===== src/rtl/mips_cpu_muldiv_sequencer.sv =====
// HI/LO multiply/divide sequencer: radix-2 shift-add multiply, restoring divide, MTHI/MTLO.
// Optional MULDIV_FAST_MUL_EN: single-cycle MULT/MULTU through a combinational product.
module mips_cpu_muldiv_sequencer #(
    parameter int unsigned                DATA_WIDTH = 32,
    parameter logic [DATA_WIDTH-1:0]      DIV0_LO    = 32'hFFFFFFFF
) (
    input  logic                  clk,
    input  logic                  reset,
    input  logic                  clk_enable,
    input  logic                  start,
    input  logic [1:0]            op,
    input  logic [DATA_WIDTH-1:0] rs,
    input  logic [DATA_WIDTH-1:0] rt,
    input  logic                  mthi,
    input  logic                  mtlo,
    input  logic [DATA_WIDTH-1:0] wdata,
    output logic                  busy,
    output logic                  done,
    output logic [DATA_WIDTH-1:0] hi,
    output logic [DATA_WIDTH-1:0] lo
);
    localparam int unsigned W  = DATA_WIDTH;
    localparam int unsigned CW = $clog2(DATA_WIDTH);

    typedef enum logic [1:0] {StIdle, StRun, StFix} state_e;

    state_e          state_q, state_d;
    logic [1:0]      op_q, op_d;
    logic [W-1:0]    mcand_q, mcand_d;   // multiplicand or divisor magnitude
    logic [W-1:0]    shreg_q, shreg_d;   // multiplier (shifts right) or dividend->quotient
    logic [2*W-1:0]  acc_q, acc_d;       // product accumulator; upper half is the remainder
    logic [CW-1:0]   cnt_q, cnt_d;
    logic            neg_res_q, neg_res_d;
    logic            neg_rem_q, neg_rem_d;
    logic            div0_q, div0_d;
    logic [W-1:0]    hi_q, hi_d, lo_q, lo_d;
    logic            done_q, done_d;

    logic            is_signed;
    logic [W-1:0]    rs_mag, rt_mag;
    logic [W:0]      rem_sh, mul_sum;
    logic [W+1:0]    trial;
    logic [W-1:0]    quo, rem;
    logic [2*W-1:0]  prod;

    always_comb begin
        state_d   = state_q;
        op_d      = op_q;
        mcand_d   = mcand_q;
        shreg_d   = shreg_q;
        acc_d     = acc_q;
        cnt_d     = cnt_q;
        neg_res_d = neg_res_q;
        neg_rem_d = neg_rem_q;
        div0_d    = div0_q;
        hi_d      = hi_q;
        lo_d      = lo_q;
        done_d    = 1'b0;

        is_signed = ~op[0];
        rs_mag    = (is_signed && rs[W-1]) ? -rs : rs;
        rt_mag    = (is_signed && rt[W-1]) ? -rt : rt;
        rem_sh    = {acc_q[2*W-1:W], shreg_q[W-1]};
        trial     = {1'b0, rem_sh} - {2'b00, mcand_q};
        mul_sum   = {1'b0, acc_q[2*W-1:W]} + (shreg_q[0] ? {1'b0, mcand_q} : '0);
        quo       = shreg_q;
        rem       = acc_q[2*W-1:W];
        prod      = neg_res_q ? -acc_q : acc_q;

        unique case (state_q)
            StIdle: begin
                if (start) begin
                    op_d      = op;
                    neg_res_d = is_signed & (rs[W-1] ^ rt[W-1]);
                    neg_rem_d = is_signed & rs[W-1];
                    div0_d    = (rt == '0);
                    acc_d     = '0;
                    cnt_d     = '0;
                    state_d   = StRun;
                    if (op[1]) begin
                        mcand_d = rt_mag;
                        shreg_d = rs_mag;
                    end else begin
                        mcand_d = rs_mag;
                        shreg_d = rt_mag;
`ifdef MULDIV_FAST_MUL_EN
                        acc_d   = (2*W)'(rs_mag) * (2*W)'(rt_mag);
                        state_d = StFix;
`endif
                    end
                end else begin
                    // start wins; MTHI/MTLO only land when no op is launched
                    if (mthi) hi_d = wdata;
                    if (mtlo) lo_d = wdata;
                end
            end
            StRun: begin
                if (op_q[1]) begin
                    if (!trial[W+1]) begin
                        acc_d[2*W-1:W] = trial[W-1:0];
                        shreg_d        = {shreg_q[W-2:0], 1'b1};
                    end else begin
                        acc_d[2*W-1:W] = rem_sh[W-1:0];
                        shreg_d        = {shreg_q[W-2:0], 1'b0};
                    end
                end else begin
                    acc_d   = {mul_sum, acc_q[W-1:1]};
                    shreg_d = shreg_q >> 1;
                end
                cnt_d = cnt_q + 1'b1;
                if (cnt_q == CW'(W - 1)) state_d = StFix;
            end
            StFix: begin
                if (op_q[1]) begin
                    // with a zero divisor the remainder path reassembles the dividend
                    lo_d = div0_q ? DIV0_LO : (neg_res_q ? -quo : quo);
                    hi_d = neg_rem_q ? -rem : rem;
                end else begin
                    {hi_d, lo_d} = prod;
                end
                done_d  = 1'b1;
                state_d = StIdle;
            end
            default: state_d = StIdle;
        endcase
    end

    always_ff @(posedge clk) begin
        if (reset) begin
            state_q   <= StIdle;
            op_q      <= '0;
            mcand_q   <= '0;
            shreg_q   <= '0;
            acc_q     <= '0;
            cnt_q     <= '0;
            neg_res_q <= 1'b0;
            neg_rem_q <= 1'b0;
            div0_q    <= 1'b0;
            hi_q      <= '0;
            lo_q      <= '0;
            done_q    <= 1'b0;
        end else if (clk_enable) begin
            state_q   <= state_d;
            op_q      <= op_d;
            mcand_q   <= mcand_d;
            shreg_q   <= shreg_d;
            acc_q     <= acc_d;
            cnt_q     <= cnt_d;
            neg_res_q <= neg_res_d;
            neg_rem_q <= neg_rem_d;
            div0_q    <= div0_d;
            hi_q      <= hi_d;
            lo_q      <= lo_d;
            done_q    <= done_d;
        end
    end

    assign busy = (state_q != StIdle);
    assign done = done_q;
    assign hi   = hi_q;
    assign lo   = lo_q;

endmodule


===== config.mk =====
export PLATFORM = sky130hd
export DESIGN_NAME = mips_cpu_muldiv_sequencer
export DESIGN_NICKNAME = d
export VERILOG_FILES = /design/src/rtl/mips_cpu_muldiv_sequencer.sv
export SDC_FILE = /design/constraint.sdc
export NUM_CORES = 1
export LEC_CHECK = 0
export CORE_MARGIN = 4
export CORE_UTILIZATION = 25
export DETAILED_ROUTE_END_ITERATION = 8
export HOLD_SLACK_MARGIN = 0.15
export SETUP_SLACK_MARGIN = 0.15
export SYNTH_ARGS = -nofsm -noshare
export SYNTH_HDL_FRONTEND = slang
export SYNTH_SLANG_ARGS = --single-unit

===== constraint.sdc =====
create_clock -name clk -period 6.6 [get_ports clk]
set_input_delay 1.32 -clock clk [delete_from_list [all_inputs] [get_ports clk]]
set_output_delay 1.32 -clock clk [all_outputs]
set_load 0.005 [all_outputs]

Yosys cells after proc, flatten, opt, wreduce, memory -nomap -nowiden
Index checks and enable logic that the tools add are counted.
- $add $sub $neg: 8
- bitwise operators: 4
- muxes and demuxes: 32
- reductions and logical operators: 13
- eq/ne operators: 9
- operator list (cell ; count):
    $mux 32 ; 19
    $pmux 32 s2 ; 3
    $mux 64 ; 2
    $neg 32->32 ; 4
    $pmux 64 s2 ; 1
    $neg 64->64 ; 1
    $sub 33x32->34 ; 1
    $add 32x32->33 ; 1
    $logic_not 32->1 ; 1
    $ne 2x2->1 const B ; 6
    $reduce_and 4->1 ; 3
    $pmux 5 s2 ; 1
    $reduce_and 3->1 ; 3
    $reduce_bool 2->1 ; 3
    $add 5x1->5 const B ; 1
    $eq 5x5->1 const B ; 1
    $mux 5 ; 1
    $mux 2 ; 2
    $pmux 2 s2 ; 1
    $and 1x1->1 ; 2
    $eq 2x1->1 const B ; 1
    $eq 2x2->1 const B ; 1
    $logic_and 1x1->1 ; 2
    $logic_not 2->1 ; 1
    3 further kinds ; 4
- register bits after elaboration: 205
- input port bits: 104
- output and inout port bits: 66
- word-level logic and storage cells: 79

Logic depth before layout (Yosys ltp)
Gate-level depths: netlist of the first run.
- depth after elaboration: 6
- gate-level depth with buffers: 15
- mapped depth without buffers: 13

Least setup slack after synthesis of the first run
OpenSTA, ideal clock, no wires.
- kind: input port to flip-flop
- start: input port rt[6]
- end: register shreg_q[28], in the netlist quo[28]
- data arrival time: 3443 ps
- setup time: 122 ps
- cell stages on the path: 8
- slack: 3036 ps
- path through: nor4_1 > nand4_1 > nor4_4 > a31oi_1 > xor2_1 > nand2_1 > o21ai_0 > a221o_1
- cells in the longest elaborated chain, start to end: 5
- ends and longest elaborated chain (item ; line ; RTL):
    start, declared ; 13 ; input logic [DATA_WIDTH-1:0] rt,
    $neg 32->32 ; 62 ; rt_mag = (is_signed && rt[W-1]) ? -rt : rt;
    $mux 32 ; 62 ;
    $mux 32 ; 80 ; if (op[1]) begin
    $mux 32 ; 72 ; if (start) begin
    $pmux 32 s2 ; 70 ; unique case (state_q)
    end signal, assigned ; 146 ; shreg_q <= shreg_d;
    end, declared ; 30 ; logic [W-1:0] shreg_q, shreg_d;
Every way passes these cells. The select of a mux whose other input is x is not followed.
A chain may end at the register's enable or synchronous reset.

Final worst setup path of the first run
- start: register shreg_q[0], in the netlist quo[0]
- end: register acc_q[63]
- cells in the longest elaborated chain, start to end: 4
- ends and longest elaborated chain (item ; line ; RTL):
    $mux 32 ; 65 ; mul_sum = {1'b0, acc_q[2*W-1:W]} + (shreg_q[0] ? {1'b0, mcand_q} : '0);
    $add 32x32->33 ; 65 ;
    $mux 32 ; 98 ; if (op_q[1]) begin
    $pmux 64 s2 ; 70 ;
    end signal, assigned ; 134 ; acc_q <= '0;
    end signal, assigned ; 147 ; acc_q <= acc_d;
    end, declared ; 31 ; logic [2*W-1:0] acc_q, acc_d;
Every way passes these cells.

==> impl_metrics.prom, run 1 <==
# TYPE chip_impl_metric gauge
chip_impl_info{name="outcome",value="complete, no violations"} 1
chip_impl_metric{name="cts_inserted_buffers",unit=""} 26
chip_impl_metric{name="drt-vias-per-instance",unit=""} 5.432
chip_impl_metric{name="post_cts_hold_buffer_count",unit=""} 0
chip_impl_info{name="yosys.area.top_type",value="sky130_fd_sc_hd__dfxtp_1"} 1
chip_impl_metric{name="clock_tree_skew_after_final_layout",unit="ps"} 30.17
chip_impl_info{name="cts_tree",value="built"} 1
chip_impl_info{name="path_delay_family",value="compound AO/OA/AOI/OAI gates"} 1
chip_impl_metric{name="synth.mux.area_fraction",unit="%"} 4.827
chip_impl_metric{name="synthAdderAreaFrac",unit="%"} 5.485
chip_impl_metric{name="worst-endpoint-arrival",unit="ps"} 4740
chip_impl_metric{name="synth.ff_latch_count",unit=""} 204
chip_impl_info{name="unrepaired_setup_endpoints_after_global_routing",value="false"} 1
chip_impl_metric{name="maximum_clock_frequency",unit="GHz"} 0.2314
chip_impl_metric{name="synth_cell_types",unit=""} 85
chip_impl_metric{name="core.rowCount",unit=""} 95
chip_impl_metric{name="synthArstFlopShare",unit="%"} 0
chip_impl_info{name="hold_path.class",value="reg2reg"} 1
chip_impl_metric{name="cts_post_setup_buffers_inserted",unit=""} 0
chip_impl_metric{name="synthesis.area",unit="µm²"} 16930
chip_impl_metric{name="fillerInstances",unit=""} 7268
chip_impl_metric{name="synth_simple_gate_area_share",unit="%"} 21.96
chip_impl_metric{name="powerDensity",unit="nW/µm²"} 191.2
chip_impl_metric{name="final_net_count",unit=""} 2548
chip_impl_metric{name="number_of_placed_i_o_pins",unit=""} 170
chip_impl_metric{name="numPortBuffers",unit=""} 169
chip_impl_metric{name="clkSinkCount",unit=""} 204
chip_impl_metric{name="drt-pass1-iter-count",unit=""} 6
chip_impl_info{name="layout.cells.most_common_list",value="sky130_fd_sc_hd__nand2_1, sky130_fd_sc_hd__nor2_1, sky130_fd_sc_hd__dfxtp_1"} 1
chip_impl_info{name="mostFrequentLayoutCell",value="sky130_fd_sc_hd__nand2_1"} 1
chip_impl_metric{name="fin_cells",unit=""} 3265
chip_impl_metric{name="cp.buffers_inverters",unit=""} 2
chip_impl_metric{name="postRouteWirelength",unit="µm"} 66820
chip_impl_metric{name="first_global_vias",unit=""} 16300
chip_impl_metric{name="ant_nets",unit=""} 0
chip_impl_metric{name="post_route_cells_drive_above_1_share",unit="%"} 5.186
chip_impl_metric{name="clock_tree.buffer_depth",unit=""} 3
chip_impl_metric{name="routabilityCongestion",unit=""} 0.9142
chip_impl_metric{name="die_height",unit="µm"} 268.2
chip_impl_info{name="type_of_element_capturing_the_critical_path",value="flop"} 1
chip_impl_metric{name="final.period_utilization",unit="%"} 65.48
chip_impl_metric{name="synthToLayoutAreaGrowth",unit="%"} 19.60
chip_impl_info{name="ws_path_type",value="reg2reg"} 1
chip_impl_info{name="critical-path-slowest-cell",value="sky130_fd_sc_hd__a2111oi_0"} 1
chip_impl_metric{name="first_iter_violations",unit=""} 1786
chip_impl_metric{name="detailed_place_hpwl",unit="µm"} 51550
chip_impl_metric{name="cts.clk_slew.worst_paths",unit="ps"} 60
chip_impl_metric{name="crit_fanout",unit=""} 27
chip_impl_metric{name="cts.repair.resized",unit=""} 0
chip_impl_metric{name="grt_first_pass_wirelength",unit="µm"} 99750
chip_impl_info{name="dominantRegCellSynth",value="sky130_fd_sc_hd__dfxtp_1"} 1
chip_impl_metric{name="finalHoldViolations",unit=""} 0
chip_impl_metric{name="floorplan.initialDensity",unit="%"} 25.20
chip_impl_metric{name="grt_start_max_net_pins",unit=""} 72
chip_impl_metric{name="period_needed",unit="ps"} 4321
chip_impl_metric{name="ff_latch_area",unit="µm²"} 4089
chip_impl_info{name="path_cells",value="inv_1 > buf_4 > nor2_1 > ha_1 > a2111oi_0 > a211oi_1 > o211a_1 > a21oi_1 > o21ai_0 > a2111oi_2 > nor4_1 > a2111oi_0 > o31ai_1"} 1
chip_impl_metric{name="postSynthCellCount",unit=""} 2315
chip_impl_metric{name="power.leakage",unit="nW"} 7.357
chip_impl_metric{name="synth-edff-count",unit=""} 0
chip_impl_metric{name="timing.critical_path.slowest_cell_delay",unit="ps"} 610
chip_impl_info{name="dominant_combinational_cell_family_by_area_after_synthesis",value="compound AO/OA/AOI/OAI gates"} 1
chip_impl_metric{name="synth.avg_cell_area",unit="µm²"} 7.312
chip_impl_info{name="synth_top_cells_by_area",value="sky130_fd_sc_hd__dfxtp_1, sky130_fd_sc_hd__xnor2_1, sky130_fd_sc_hd__a21oi_1"} 1
chip_impl_metric{name="vdd_ir_drop_max",unit="mV"} 0.1700
chip_impl_metric{name="grt-ovfl-total",unit=""} 0
chip_impl_metric{name="synth.top_cell.area_share",unit="%"} 24.13
chip_impl_info{name="critical-path-top-cell-by-count",value="sky130_fd_sc_hd__a2111oi_0"} 1
chip_impl_metric{name="chipWidth",unit="µm"} 268.2
chip_impl_metric{name="globalRouteTotalUtil",unit="%"} 17.59
chip_impl_metric{name="multiInputGateArea",unit="µm²"} 11950
chip_impl_metric{name="synthesis.yosys.warnings",unit=""} 0
chip_impl_metric{name="post-layout-total-power",unit="mW"} 3.870
chip_impl_metric{name="grt_antenna_before_repair",unit=""} 0
chip_impl_metric{name="max_cap_violations",unit=""} 0
chip_impl_info{name="cts_root_buffer",value="sky130_fd_sc_hd__clkbuf_16"} 1
chip_impl_metric{name="worst_ep_required_time",unit="ps"} 7020
chip_impl_metric{name="setup_viol",unit=""} 0
chip_impl_metric{name="wl_per_cell",unit="µm"} 20.46
chip_impl_metric{name="timing_max_transition_violations_final",unit=""} 0
chip_impl_metric{name="area_enclosed_by_the_die_boundary",unit="µm²"} 71930
chip_impl_metric{name="mappedNetlistNets",unit=""} 2492
chip_impl_metric{name="postLayoutCoreUtil",unit="%"} 30.14
chip_impl_metric{name="place.detailed.instances",unit=""} 3216
chip_impl_metric{name="synth-compound-area-share",unit="%"} 27.88
chip_impl_metric{name="route.vias.total",unit=""} 17740
chip_impl_info{name="critical_path_source_type",value="flop"} 1
chip_impl_metric{name="drt_drc_violations_left",unit=""} 0
chip_impl_metric{name="seq_area_frac_synth",unit="%"} 24.13
chip_impl_metric{name="synth-xor-area-share",unit="%"} 10.25
chip_impl_metric{name="max-slew-margin-rel",unit="%"} 19.78
chip_impl_metric{name="htreeDepth",unit=""} 1
chip_impl_metric{name="worst-slew-pin-transition",unit="ps"} 1200
chip_impl_metric{name="clk_latency",unit="ps"} 560
chip_impl_metric{name="setup-tns-final",unit="ps"} 0
chip_impl_metric{name="placeableCoreArea",unit="µm²"} 67160
==> cell families (layout without fill, tap and decap cells) <==
logic type                 after synthesis  after routing
DFF                                    204            204
buffers and inverters                  237            313
xor gates and xnor gates               198            198
AOI/OAI and AO/OA                      730            730
other                                    0              1
and+or+nand+nor                        793            793
adders and majority gates               73             73
muxes                                   80             80
==> cell usage after synthesis (all sizes together) (30+ instances only) <==
cell type,n
nand2,251
nor2,245
dfxtp,204
a21oi,202
o21ai,173
clkbuf,145
xnor2,125
xor2,73
ha,71
inv,71
mux2i,70
nor3,56
nand3,53
o211ai,45
o31ai,39
a211oi,32
a311oi,30
a31oi,30
==> registers in the layout (all words and copies together), names as in the netlist <==
signal and count:
cnt_q 5, op_q 1, mcand_q 32, div0_q 1, neg_res_q 1, quo 32
lo 32, neg_rem_q 1, acc_q 64, done 1, hi 32, state_q 2
==> worst min-delay path, delay by kind of cell, from the launching register on <==
family        cells  cell delay (ps)
simple gates      2               90
flops             1              310
==> layer usage <==
| layer | wire length (µm) | track usage, % | vias to the layer above |
|---|---|---|---|
| li1 | - | - | 8552 |
| met4 | 2086 | 5.198 | 2 |
| met5 | 45 | 0.4614 | - |
| met3 | 4815 | 3.040 | 118 |
| met1 | 29800 | 24.46 | 8387 |
| met2 | 30070 | 27.91 | 678 |
==> power breakdown <==
| part | internal, mW | switching (mW) | leakage [nW] |
|---|---|---|---|
| logic | 0.350 | 0.526 | 5.22 |
| clock network | 1.04 | 0.605 | 0.478 |
| registers | 1.28 | 0.0729 | 1.66 |
==> cell type report <==
type | instances | area share [%]
inverter | 73 | 1.354
timing repair buffer | 192 | 9.172
tap | 873 | 5.396
antenna | 1 | 0.01236
clock buffer | 36 | 3.752
multi-input combinational | 1874 | 59.05
sequential | 204 | 20.20
clock inverter | 12 | 1.069
==> worst paths after layout <==
kind                                   to  slack, ps  cells after the start  startpoint
worst max-delay path            acc_q[63]       2280                     13      quo[0]
worst min register to register      hi[7]        450                      2       hi[7]
worst min-delay path                hi[7]        450                      2       hi[7]
worst max register to register  acc_q[63]       2280                     13      quo[0]
==> per-stage QoR <==
stage	cell area (µm²)	worst slack, ps	hold slack (ps)
after floorplan	16930	3036	431.9
after global placement	19260	1987	437.8
after detailed placement	19260	1897	438.9
after CTS	20240	2334	447.7
after global routing	20240	1852	475.3
final	20240	2279	445.9
Power figures use the tool's default switching activity.
==> run 2: changes to the inputs <==
==> constraint.sdc (replaced) <==
create_clock -name clk -period 3.6 [get_ports clk]
set_input_delay 0.72 -clock clk [delete_from_list [all_inputs] [get_ports clk]]
set_output_delay 0.72 -clock clk [all_outputs]
set_load 0.005 [all_outputs]
==> run 2 against run 1 <==
Against the previous run: clock-buffer cell count up 4; die area stayed put; critical path type unchanged; power grew 77%; highest routed layer unchanged; first-iteration DRC count decreased by 5.5%; hold slack better by 3.6 ps; clock skew about the same; largest power group unchanged; via count rose by 2.6%.
==> impl_metrics.prom, run 2 (synthesis results as in run 1) <==
# TYPE chip_impl_metric gauge
chip_impl_info{name="worstReg2RegStart",value="acc_q[32]"} 1
chip_impl_metric{name="worst_ep_required_time",unit="ps"} 4040
chip_impl_metric{name="timing_max_transition_violations_final",unit=""} 0
chip_impl_metric{name="power_frac_clock",unit="%"} 38.8
chip_impl_metric{name="drt-pass1-iter-count",unit=""} 7
chip_impl_metric{name="combPwrFrac",unit="%"} 25.3
chip_impl_metric{name="fin_cells",unit=""} 3367
chip_impl_metric{name="power.leakage",unit="nW"} 7.846
chip_impl_metric{name="htreeDepth",unit=""} 1
chip_impl_metric{name="place.detailed.instances",unit=""} 3321
chip_impl_metric{name="first_iter_violations",unit=""} 1687
chip_impl_metric{name="die_height",unit="µm"} 268.2
chip_impl_metric{name="pwr-share-seq",unit="%"} 36.0
chip_impl_info{name="registers.top_by_ff_count",value="acc_q"} 1
chip_impl_metric{name="core.rowCount",unit=""} 95
chip_impl_metric{name="wl_per_cell",unit="µm"} 20.55
chip_impl_metric{name="routabilityCongestion",unit=""} 0.9270
chip_impl_metric{name="max-slew-margin-rel",unit="%"} 20.68
chip_impl_metric{name="cts.clk_slew.worst_paths",unit="ps"} 60
chip_impl_metric{name="layout_setup_ws",unit="ps"} 304.1
chip_impl_metric{name="clock_tree.buffer_depth",unit=""} 3
chip_impl_metric{name="worst-endpoint-arrival",unit="ps"} 3740
chip_impl_info{name="cts_root_buffer",value="sky130_fd_sc_hd__clkbuf_16"} 1
chip_impl_info{name="unrepaired_setup_endpoints_after_global_routing",value="false"} 1
chip_impl_metric{name="worst-slew-pin-transition",unit="ps"} 1185
chip_impl_metric{name="drt-vias-per-instance",unit=""} 5.402
chip_impl_metric{name="grt_first_pass_wirelength",unit="µm"} 102400
chip_impl_metric{name="largest_reg_flops",unit=""} 64
chip_impl_metric{name="globalRouteTotalUtil",unit="%"} 18.13
chip_impl_metric{name="crit_fanout",unit=""} 11
chip_impl_metric{name="ant_nets",unit=""} 0
chip_impl_metric{name="cts_inserted_buffers",unit=""} 26
chip_impl_metric{name="antenna_cells",unit=""} 0
chip_impl_metric{name="drt_drc_violations_left",unit=""} 0
chip_impl_metric{name="synthToLayoutAreaGrowth",unit="%"} 24.26
chip_impl_info{name="critical_path_source_type",value="flop"} 1
chip_impl_metric{name="setup-tns-final",unit="ps"} 0
chip_impl_info{name="layout.cells.most_common_list",value="sky130_fd_sc_hd__nand2_1, sky130_fd_sc_hd__nor2_1, sky130_fd_sc_hd__dfxtp_1"} 1
chip_impl_metric{name="final_net_count",unit=""} 2653
chip_impl_metric{name="place_worst_setup_slack",unit="ps"} 26.47
chip_impl_metric{name="setup_viol",unit=""} 0
chip_impl_metric{name="period_needed",unit="ps"} 3296
chip_impl_info{name="ws_path_type",value="reg2reg"} 1
chip_impl_metric{name="postRouteWirelength",unit="µm"} 69190
chip_impl_metric{name="clkSinkCount",unit=""} 204
chip_impl_metric{name="numPortBuffers",unit=""} 169
chip_impl_metric{name="route.vias.total",unit=""} 18190
chip_impl_info{name="type_of_element_capturing_the_critical_path",value="flop"} 1
chip_impl_metric{name="intPower",unit="mW"} 4.656
chip_impl_metric{name="clk_latency",unit="ps"} 570
chip_impl_metric{name="number_of_placed_i_o_pins",unit=""} 170
chip_impl_metric{name="cts_post_setup_buffers_inserted",unit=""} 0
chip_impl_metric{name="clock_tree_skew_after_final_layout",unit="ps"} 29.92
chip_impl_metric{name="power_switching_share",unit="%"} 32.16
chip_impl_metric{name="floorplan.initialDensity",unit="%"} 25.20
chip_impl_metric{name="area_enclosed_by_the_die_boundary",unit="µm²"} 71930
chip_impl_info{name="hold_path.class",value="reg2reg"} 1
chip_impl_info{name="outcome",value="complete, no violations"} 1
chip_impl_metric{name="detailed_place_hpwl",unit="µm"} 54520
chip_impl_metric{name="maximum_clock_frequency",unit="GHz"} 0.3034
chip_impl_info{name="mostFrequentLayoutCell",value="sky130_fd_sc_hd__nand2_1"} 1
chip_impl_metric{name="first_global_vias",unit=""} 16750
chip_impl_metric{name="grt-ovfl-total",unit=""} 0
chip_impl_metric{name="powerDensity",unit="nW/µm²"} 326.3
chip_impl_info{name="worst_hold_startpoint",value="hi[17]"} 1
chip_impl_info{name="crit_start",value="acc_q[32]"} 1
chip_impl_metric{name="postLayoutCoreUtil",unit="%"} 31.32
chip_impl_metric{name="grt_start_max_net_pins",unit=""} 71
chip_impl_metric{name="max_cap_violations",unit=""} 0
chip_impl_metric{name="placeableCoreArea",unit="µm²"} 67160
chip_impl_metric{name="post-layout-total-power",unit="mW"} 6.863
chip_impl_metric{name="final.period_utilization",unit="%"} 91.55
chip_impl_metric{name="total_switching_power",unit="mW"} 2.208
chip_impl_metric{name="chipWidth",unit="µm"} 268.2
chip_impl_metric{name="vdd_ir_drop_max",unit="mV"} 0.3416
chip_impl_metric{name="grt_antenna_before_repair",unit=""} 1
chip_impl_metric{name="finalHoldViolations",unit=""} 0
chip_impl_info{name="cts_tree",value="built"} 1
chip_impl_metric{name="post_route_cells_drive_above_1_share",unit="%"} 9.423
run 2: worst paths after layout:
kind / to / slack (ps) / cells after the start
hold reg to reg: hi[17] / 450 / 2
hold / removal: hi[17] / 450 / 2
setup / recovery: acc_q[56] / 300 / 12
setup reg to reg: acc_q[56] / 300 / 12
run 2: routing by layer:
metal	share of wire (%)	global-route usage, %	vias up
met5	0.014	0	-
met4	2.4	4.275	2
met3	7.6	3.443	104
met2	45	29.10	691
met1	45	25.21	8649
li1	-	-	8744
run 2: layout make-up:
type / count / area [µm²]
repair buffers: 297 / 2683
fillers: 7180 / 46130
well taps: 873 / 1092
inverters: 73 / 274.0
clock inverters: 6 / 65.06
flip-flops and latches: 204 / 4090
multi-input cells: 1874 / 12030
clock buffers: 40 / 795.8
run 2: metrics by stage:
stage          area [µm²]  hold WS (ps)
6_report            21030         449.4
3_5_place_dp        20080         445.6
3_3_place_gp        20080         432.7
4_1_cts             20940         453.6
2_1_floorplan       16930         431.9
5_1_grt             21030         468.1
run 2: power groups by stage:
stage / Combinational (mW) / Sequential [mW] / Clock, mW
global placement: 1.69 / 2.51 / 0
detailed placement: 1.69 / 2.51 / 0
finish: 1.74 / 2.47 / 2.66
CTS: 1.70 / 2.46 / 2.69
floorplan: 1.06 / 2.45 / 0
global route: 1.87 / 2.48 / 2.77
run 2: repair_timing:
item,in CTS,in global routing
hold endpoints to repair,0,0
hold buffers,0,0
resized for setup,0,18
setup endpoints to repair,0,10
run 2: critical path: stages, from the launching register on:
cell and delay [ps]:
sky130_fd_sc_hd__dfxtp_1 390, sky130_fd_sc_hd__ha_1 310, sky130_fd_sc_hd__nor2b_1 180, sky130_fd_sc_hd__o2111ai_1 150, sky130_fd_sc_hd__a31o_2 260, sky130_fd_sc_hd__o21ai_0 210
sky130_fd_sc_hd__buf_4 190, sky130_fd_sc_hd__a31oi_4 120, sky130_fd_sc_hd__o31ai_4 330, sky130_fd_sc_hd__a211o_1 250, sky130_fd_sc_hd__buf_12 160, sky130_fd_sc_hd__mux2_4 300
sky130_fd_sc_hd__a221o_1 320
